[config.mk]
export PLATFORM = sky130hd
export DESIGN_NAME = seq_divider
export DESIGN_NICKNAME = d
export VERILOG_FILES = /design/src/rtl/alu_pkg.sv /design/src/rtl/div_step.sv /design/src/rtl/seq_divider.sv
export SDC_FILE = /design/constraint.sdc
export NUM_CORES = 1
export LEC_CHECK = 0
export BUFFER_PORTS_ARGS = -buffer_cell sky130_fd_sc_hd__buf_2
export CORE_MARGIN = 3
export CORE_UTILIZATION = 61
export DETAILED_ROUTE_END_ITERATION = 6
export PLACE_DENSITY = 0.89
export SYNTH_ARGS = -nofsm -noshare
export SYNTH_HDL_FRONTEND = slang
export SYNTH_HIERARCHICAL = 1
export SYNTH_SLANG_ARGS = --single-unit
export TNS_END_PERCENT = 10
[constraint.sdc]
create_clock -name clk -period 4.1 [get_ports clk]
set_input_delay 0.41 -clock clk [delete_from_list [all_inputs] [get_ports clk]]
set_output_delay 0.41 -clock clk [all_outputs]
set_load 0.03 [all_outputs]
[src/rtl/alu_pkg.sv]
// Shared ALU definitions: default datapath width, divider state encoding and
// the quotient returned for a zero divisor.
package alu_pkg;

  localparam int unsigned DIV_WIDTH = 8;

  typedef enum logic [1:0] {
    IDLE,
    BUSY,
    DONE
  } div_state_t;

  localparam logic [DIV_WIDTH-1:0] DIV0_QUOTIENT = '1;

endpackage

[src/rtl/div_step.sv]
// One restoring-division step: shift the next dividend bit into the partial
// remainder, trial-subtract the divisor, and keep the difference if no borrow.
module div_step #(
  parameter int unsigned WIDTH = 8
) (
  input  logic [WIDTH-1:0] i_rem,
  input  logic             i_bit,
  input  logic [WIDTH-1:0] i_divisor,
  output logic [WIDTH-1:0] o_rem,
  output logic             o_qbit
);

  logic [WIDTH-1:0] w_shift;
  logic [WIDTH:0]   w_trial;
  logic             w_borrow;
  logic             w_unused_rem_msb;

  // Partial remainder is always below 2^(WIDTH-1) before the shift, so its MSB is dropped.
  assign w_unused_rem_msb = i_rem[WIDTH-1];
  assign w_shift          = {i_rem[WIDTH-2:0], i_bit};
  assign w_trial          = {1'b0, w_shift} - {1'b0, i_divisor};
  assign w_borrow         = w_trial[WIDTH];

  assign o_rem  = w_borrow ? w_shift : w_trial[WIDTH-1:0];
  assign o_qbit = ~w_borrow;

endmodule

[src/rtl/seq_divider.sv]
// Iterative unsigned restoring divider with valid/ready handshakes; one
// quotient bit per clock, results held in dedicated output registers.
module seq_divider
  import alu_pkg::*;
#(
  parameter int unsigned WIDTH = DIV_WIDTH
) (
  input  logic             clk,
  input  logic             rst_n,
  input  logic             in_valid,
  output logic             in_ready,
  input  logic [WIDTH-1:0] dividend,
  input  logic [WIDTH-1:0] divisor,
  output logic             out_valid,
  input  logic             out_ready,
  output logic [WIDTH-1:0] quotient,
  output logic [WIDTH-1:0] remainder,
  output logic             div_by_zero
);

  localparam int unsigned      CNT_W     = $clog2(WIDTH + 1);
  localparam logic [CNT_W-1:0] LAST_STEP = CNT_W'(WIDTH - 1);

  div_state_t       r_state;
  logic [WIDTH-1:0] r_rem;
  logic [WIDTH-1:0] r_q;
  logic [WIDTH-1:0] r_divisor;
  logic [CNT_W-1:0] r_cnt;
  logic [WIDTH-1:0] r_quotient;
  logic [WIDTH-1:0] r_remainder;
  logic             r_dbz;
  logic             r_out_valid;

  logic [WIDTH-1:0] w_rem_next;
  logic             w_qbit;
  logic             w_accept;
  logic [WIDTH-1:0] w_q_next;

  assign in_ready = (r_state == IDLE);
  assign w_accept = in_valid && in_ready;
  assign w_q_next = {r_q[WIDTH-2:0], w_qbit};

  div_step #(
    .WIDTH(WIDTH)
  ) u_div_step (
    .i_rem    (r_rem),
    .i_bit    (r_q[WIDTH-1]),
    .i_divisor(r_divisor),
    .o_rem    (w_rem_next),
    .o_qbit   (w_qbit)
  );

  always_ff @(posedge clk or negedge rst_n) begin
    if (!rst_n) begin
      r_state     <= IDLE;
      r_rem       <= '0;
      r_q         <= '0;
      r_divisor   <= '0;
      r_cnt       <= '0;
      r_quotient  <= '0;
      r_remainder <= '0;
      r_dbz       <= 1'b0;
      r_out_valid <= 1'b0;
    end else begin
      case (r_state)
        IDLE: begin
          if (w_accept) begin
            r_divisor <= divisor;
            if (divisor == '0) begin
              r_state     <= DONE;
              r_out_valid <= 1'b1;
              r_quotient  <= {WIDTH{DIV0_QUOTIENT[0]}};
              r_remainder <= dividend;
              r_dbz       <= 1'b1;
            end else begin
              r_state <= BUSY;
              r_rem   <= '0;
              r_q     <= dividend;
              r_cnt   <= '0;
              r_dbz   <= 1'b0;
            end
          end
        end
        BUSY: begin
          r_rem <= w_rem_next;
          r_q   <= w_q_next;
          r_cnt <= r_cnt + 1'b1;
          // Results are published only on the final step so no partial value is ever visible.
          if (r_cnt == LAST_STEP) begin
            r_state     <= DONE;
            r_out_valid <= 1'b1;
            r_quotient  <= w_q_next;
            r_remainder <= w_rem_next;
          end
        end
        DONE: begin
          if (out_ready) begin
            r_state     <= IDLE;
            r_out_valid <= 1'b0;
          end
        end
        default: begin
          r_state     <= IDLE;
          r_out_valid <= 1'b0;
        end
      endcase
    end
  end

  assign out_valid   = r_out_valid;
  assign quotient    = r_quotient;
  assign remainder   = r_remainder;
  assign div_by_zero = r_dbz;

endmodule

==> Word level (Yosys, flattened, before mapping) <==
Index checks and enable logic that the tools add are counted.
{ "word_totals": {"out_inout_bits": 19, "wordCells": 58, "input_bits": 20, "reg_bits": 47} }
{ "classes": {"eq_ne": 8, "addsub": 2, "bitwise_logic": 1, "mux": 29, "reduce_logical": 9} }
{ "op_table": {"columns": ["cell", "count"], "rows": [
  ["$mux W8", 9],
  ["$pmux W8 S2", 3],
  ["$mux W7", 2],
  ["$pmux W7 S2", 1],
  ["$sub A8 B8 Y9", 1],
  ["$logic_not A8 Y1", 1],
  ["$mux W2", 4],
  ["$mux W4", 2],
  ["$pmux W4 S2", 1],
  ["$reduce_and A4 Y1", 2],
  ["$ne A2 B2 Y1 const B", 3],
  ["$pmux W2 S3", 1],
  ["$reduce_and A3 Y1", 2],
  ["$mux W1", 5],
  ["$add A4 B1 Y4 const B", 1],
  ["$eq A4 B3 Y1 const B", 1],
  ["$ne A2 B1 Y1 const B", 2],
  ["$pmux W1 S3", 1],
  ["$eq A2 B1 Y1 const B", 1],
  ["$eq A2 B2 Y1 const B", 1],
  ["$logic_not A2 Y1", 1],
  ["$reduce_and A2 Y1", 1],
  ["$reduce_bool A2 Y1", 1],
  ["$logic_and A1 B1 Y1", 1],
  ["$not A1 Y1", 1]
]} }

==> Depth between registers and ports, before layout <==
{ "logic_depth": {"ltp_word": 4, "depth_mapped": 10, "ltp_nobuf": 10} }

==> Modules after synthesis <==
Netlist, hierarchy kept.
{ "modules_own_cells": {"columns": ["module", "cells_each", "instances", "area_per_inst_um2"], "rows": [
  ["seq_divider", 142, 1, 2047.0],
  ["div_step", 64, 1, 461.7]
]} }

==> Least setup slack after synthesis <==
OpenSTA, ideal clock, no wires.
{ "synth_timing": {"path_type": "register to register", "startpoint": "register r_q[7]", "endpoint": "register r_remainder[3] (netlist: remainder[3])", "setup_time_ns": 0.125, "arrival_time_ns": 2.621, "stages_incl_launch_ff": 10, "setup_slack_ns": 1.355, "synth_period_minus_slack_ns": 2.745, "cell_sequence": "dfrtp_1 inv_1 ha_1 fa_1 nand2b_1 a21o_1 a211oi_4 mux2_2 mux2_2 mux2_2"} }
{ "synth_between": {"elab_chain_len": 4} }
{ "synth_lines": {"columns": ["item", "line", "rtl"], "rows": [
  ["start: declaration", "seq_divider.sv:26", "logic [WIDTH-1:0] r_q;"],
  ["start signal: assignment", "seq_divider.sv:78", "r_q <= dividend;"],
  ["start signal: assignment", "seq_divider.sv:86", "r_q <= w_q_next;"],
  ["$sub A8 B8 Y9", "div_step.sv:21", "assign w_trial = {1'b0, w_shift} - {1'b0, i_divisor};"],
  ["$mux W8", "div_step.sv:24", "assign o_rem = w_borrow ? w_shift : w_trial[WIDTH-1:0];"],
  ["named net w_rem_next[3]", "seq_divider.sv:34", "logic [WIDTH-1:0] w_rem_next;"],
  ["$mux W8", "seq_divider.sv:89", "if (r_cnt == LAST_STEP) begin"],
  ["$pmux W8 S2", "seq_divider.sv:65", "case (r_state)"],
  ["end signal: assignment", "seq_divider.sv:73", "r_remainder <= dividend;"],
  ["end signal: assignment", "seq_divider.sv:93", "r_remainder <= w_rem_next;"],
  ["end: declaration", "seq_divider.sv:30", "logic [WIDTH-1:0] r_remainder;"]
]} }
The timed path passes the listed nets, and every way through them passes these cells. The select of a mux whose other input is x is not followed.
A chain may end at the register's enable or synchronous reset.

==> Final worst setup path <==
{ "layout_timing": {"startpoint": "register r_q[7]", "endpoint": "register r_remainder[6] (netlist: remainder[6])"} }
The elaborated chain is that of the path after synthesis.

==> impl_metrics.sql <==
INSERT INTO impl_metrics (metric_group, metric, value, unit) VALUES
('status', 'run_status', 'complete, no violations', ''),
('detailed_routing', 'routedWlPerCell', '17.66', 'microns'),
('critical_path', 'setup.worst_path.end_class', 'flop', ''),
('finish', 'finalNetCount', '272', ''),
('synthesis', 'synth.cell_area', '0.002475', 'sq mm'),
('critical_path', 'cell_by_cell_trace_of_the_critical_path', 'inv_1 -> ha_1 -> fa_1 -> nand2b_1 -> a21o_1 -> a211oi_4 -> mux2_2 -> mux2_2 -> mux2_4', ''),
('finish', 'n_antenna_cell', '0', ''),
('clock_network', 'tritoncts_sink_count', '47', ''),
('power', 'final_power', '2.526', 'mW'),
('detailed_routing', 'drt-initial-drc-count', '81', ''),
('detailed_routing', 'drtAntennaViolNets', '0', ''),
('critical_path', 'max_stage_delay', '0.50', 'ns'),
('timing', 'grt_setup_unrepaired', 'no', ''),
('detailed_routing', 'routed-via-count', '1764', ''),
('synthesis', 'synth-warning-count', '6', ''),
('die', 'rows', '22', ''),
('run', 'timing.max_cap.violations', '0', ''),
('global_route', 'grt_util_all_layers', '0.2284', ''),
('power', 'power.density_cell_area', '917.3', 'mW/mm^2'),
('timing', 'timing_worst_slew_pin_value', '1.043', 'ns'),
('critical_path', 'worst-endpoint-arrival', '3.18', 'ns'),
('finish', 'layout.filler_cells', '252', ''),
('finish', 'synthToLayoutAreaGrowth', '11.27', '%'),
('placed_design', 'finalWeightedCongestion', '0.7633', ''),
('global_route', 'vias_in_the_first_global_route', '1753', ''),
('clock_network', 'clk-insertion-delay-late', '0.31', 'ns'),
('timing', 'max_slew_margin', '0.3049', ''),
('die', 'die_h', '69.70', 'microns'),
('critical_path', 'cp_slowest_cell', 'sky130_fd_sc_hd__a211oi_4', ''),
('clock_network', 'tritoncts_clock_tree', 'yes', ''),
('detailed_routing', 'dr.pass1.iters', '5', ''),
('die', 'ios', '39', ''),
('clock_network', 'cts.clk_slew.worst_paths', '0.09', 'ns'),
('critical_path', 'timing.critical_path.from_type', 'flop', ''),
('finish', 'share_of_layout_cells_above_drive_strength_1', '0.3539', ''),
('die', 'die-width', '69.70', 'microns'),
('synthesis', 'syn_area_per_cell', '12.13', 'sq um'),
('finish', 'multi_input_area', '0.001191', 'sq mm'),
('detailed_routing', 'drcViolationCount', '0', ''),
('timing', 'hold_ws', '0.2826', 'ns'),
('global_route', 'grt_overflow', '0', ''),
('global_route', 'grt_antenna_before_repair', '0', ''),
('critical_path', 'worst-path-max-fanout', '11', ''),
('die', 'initial_cell_density_of_the_core', '0.6563', ''),
('timing', 'fmaxAchievable', '336.3', 'MHz'),
('power', 'cellLeakagePower', '1.299', 'nW'),
('timing', 'pins_over_slew_limit', '0', ''),
('clock_network', 'htree_num_levels', '2', ''),
('die', 'core_area', '0.003771', 'sq mm'),
('clock_network', 'ctsRootBufferMaster', 'sky130_fd_sc_hd__clkbuf_8', ''),
('finish', 'area_taken_by_flip_flops_and_latches', '0.001176', 'sq mm'),
('critical_path', 'crit_buf_inv', '1', ''),
('critical_path', 'crit_type', 'flop to flop', ''),
('timing', 'post-route-period-util', '0.7252', ''),
('finish', 'final-instance-count-excl-fill', '291', ''),
('global_route', 'grt_start_max_net_pins', '48', ''),
('timing', 'setup_viol', '0', ''),
('clock_network', 'tritoncts_buffer_count', '5', ''),
('timing', 'finClkSkew', '0.002590', 'ns'),
('clock_network', 'post_cts.resized_instances', '0', ''),
('clock_network', 'cts_hold_buf', '0', ''),
('clock_network', 'setup_fix_buffers_added_after_clock_tree_synthesis', '0', ''),
('timing', 'timing_hold_violations_final', '0', ''),
('timing', 'setup-tns-final', '0', 'ns'),
('hold_path', 'hold_path_class', 'input pin to async pin', ''),
('detailed_routing', 'via_density_per_instance', '6.062', ''),
('clock_network', 'clockBufferDepth', '2', ''),
('synthesis', 'post_synthesis_instance_total', '204', ''),
('placed_design', 'place.detailed.hpwl', '3597', 'microns'),
('critical_path', 'cp.required', '4.30', 'ns'),
('critical_path', 'r2r.worst_path.cells', '9', ''),
('placed_design', 'buffer_ports.inserted', '38', ''),
('die', 'area_of_the_die', '0.004857', 'sq mm'),
('timing', 'final_period_minus_worst_setup_slack', '2.973', 'ns'),
('critical_path', 'timing.critical_path.depth', '9', ''),
('placed_design', 'dp.cells', '283', ''),
('synthesis', 'synth.net_count', '234', ''),
('power', 'highest_ir_drop_seen_on_vdd', '0.5296', 'mV'),
('critical_path', 'critPathMostFrequentCell', 'sky130_fd_sc_hd__mux2_2', ''),
('critical_path', 'critical_path.top_delay_family', 'multiplexers', ''),
('detailed_routing', 'wl', '5140', 'microns'),
('global_route', 'grt_first_pass_wirelength', '8659', 'microns');
## per-layer routing
| layer | part of all wire | track usage | vias up |
|---|---|---|---|
| met5 | 0 | 0 | - |
| met4 | 0.022 | 0.09787 | 0 |
| met3 | 0.046 | 0.06087 | 10 |
| met2 | 0.50 | 0.3623 | 46 |
| met1 | 0.43 | 0.2956 | 879 |
| li1 | - | - | 829 |
## sequential cells by signal (all words and copies together), names as in the netlist
signal	cells
r_q	8
r_divisor	8
div_by_zero	1
r_cnt	4
quotient	8
out_valid	1
r_state	2
r_rem	7
remainder	8
## layout by cell type, fill, tap and decap left out, drive strengths merged, types with 3 or more instances in the layout
cell type   n
nor3        3
xnor2       3
nor2b       4
o21ai       5
dfrtp      47
clkbuf      5
buf        39
inv        12
nor2       11
mux2       31
a21oi       5
o22a        8
a22o        8
a221o       8
and2        8
ha          9
nand2       6
a21o        3
## layout make-up
type                    instances  share of cell area
inverters                      11             0.01499
clock buffers                   5             0.02499
clock inverters                 3            0.006815
multi-input cells             138              0.4325
well taps                      48             0.02181
repair buffers                 39             0.07179
flip-flops and latches         47              0.4271
## where the power goes
part	leakage, nW	switching (mW)	total, mW	internal [mW]
Sequential	0.576	0.143	0.822	0.679
Combinational	0.675	0.777	1.42	0.644
Clock	0.0483	0.162	0.283	0.120
## worst paths after layout
check	slack, ns	to	from
max	1.13	remainder[6]	r_q[7]
min	0.28	r_cnt[1]	rst_n
max reg2reg	1.13	remainder[6]	r_q[7]
min reg2reg	0.49	quotient[6]	quotient[6]
max in group asynchronous	3.19	quotient[4]	rst_n
min in group clk	0.33	r_state[1]	out_ready
## per-stage QoR
stage               setup WS, ns  instance area, sq um  utilization
global placement           1.235                  2666       0.7070
finish                     1.127                  2754       0.7303
floorplan                  1.355                  2475            -
detailed placement         1.179                  2666       0.7070
global route              0.9947                  2754       0.7303
CTS                        1.134                  2754       0.7303
Power figures use the tool's default switching activity.
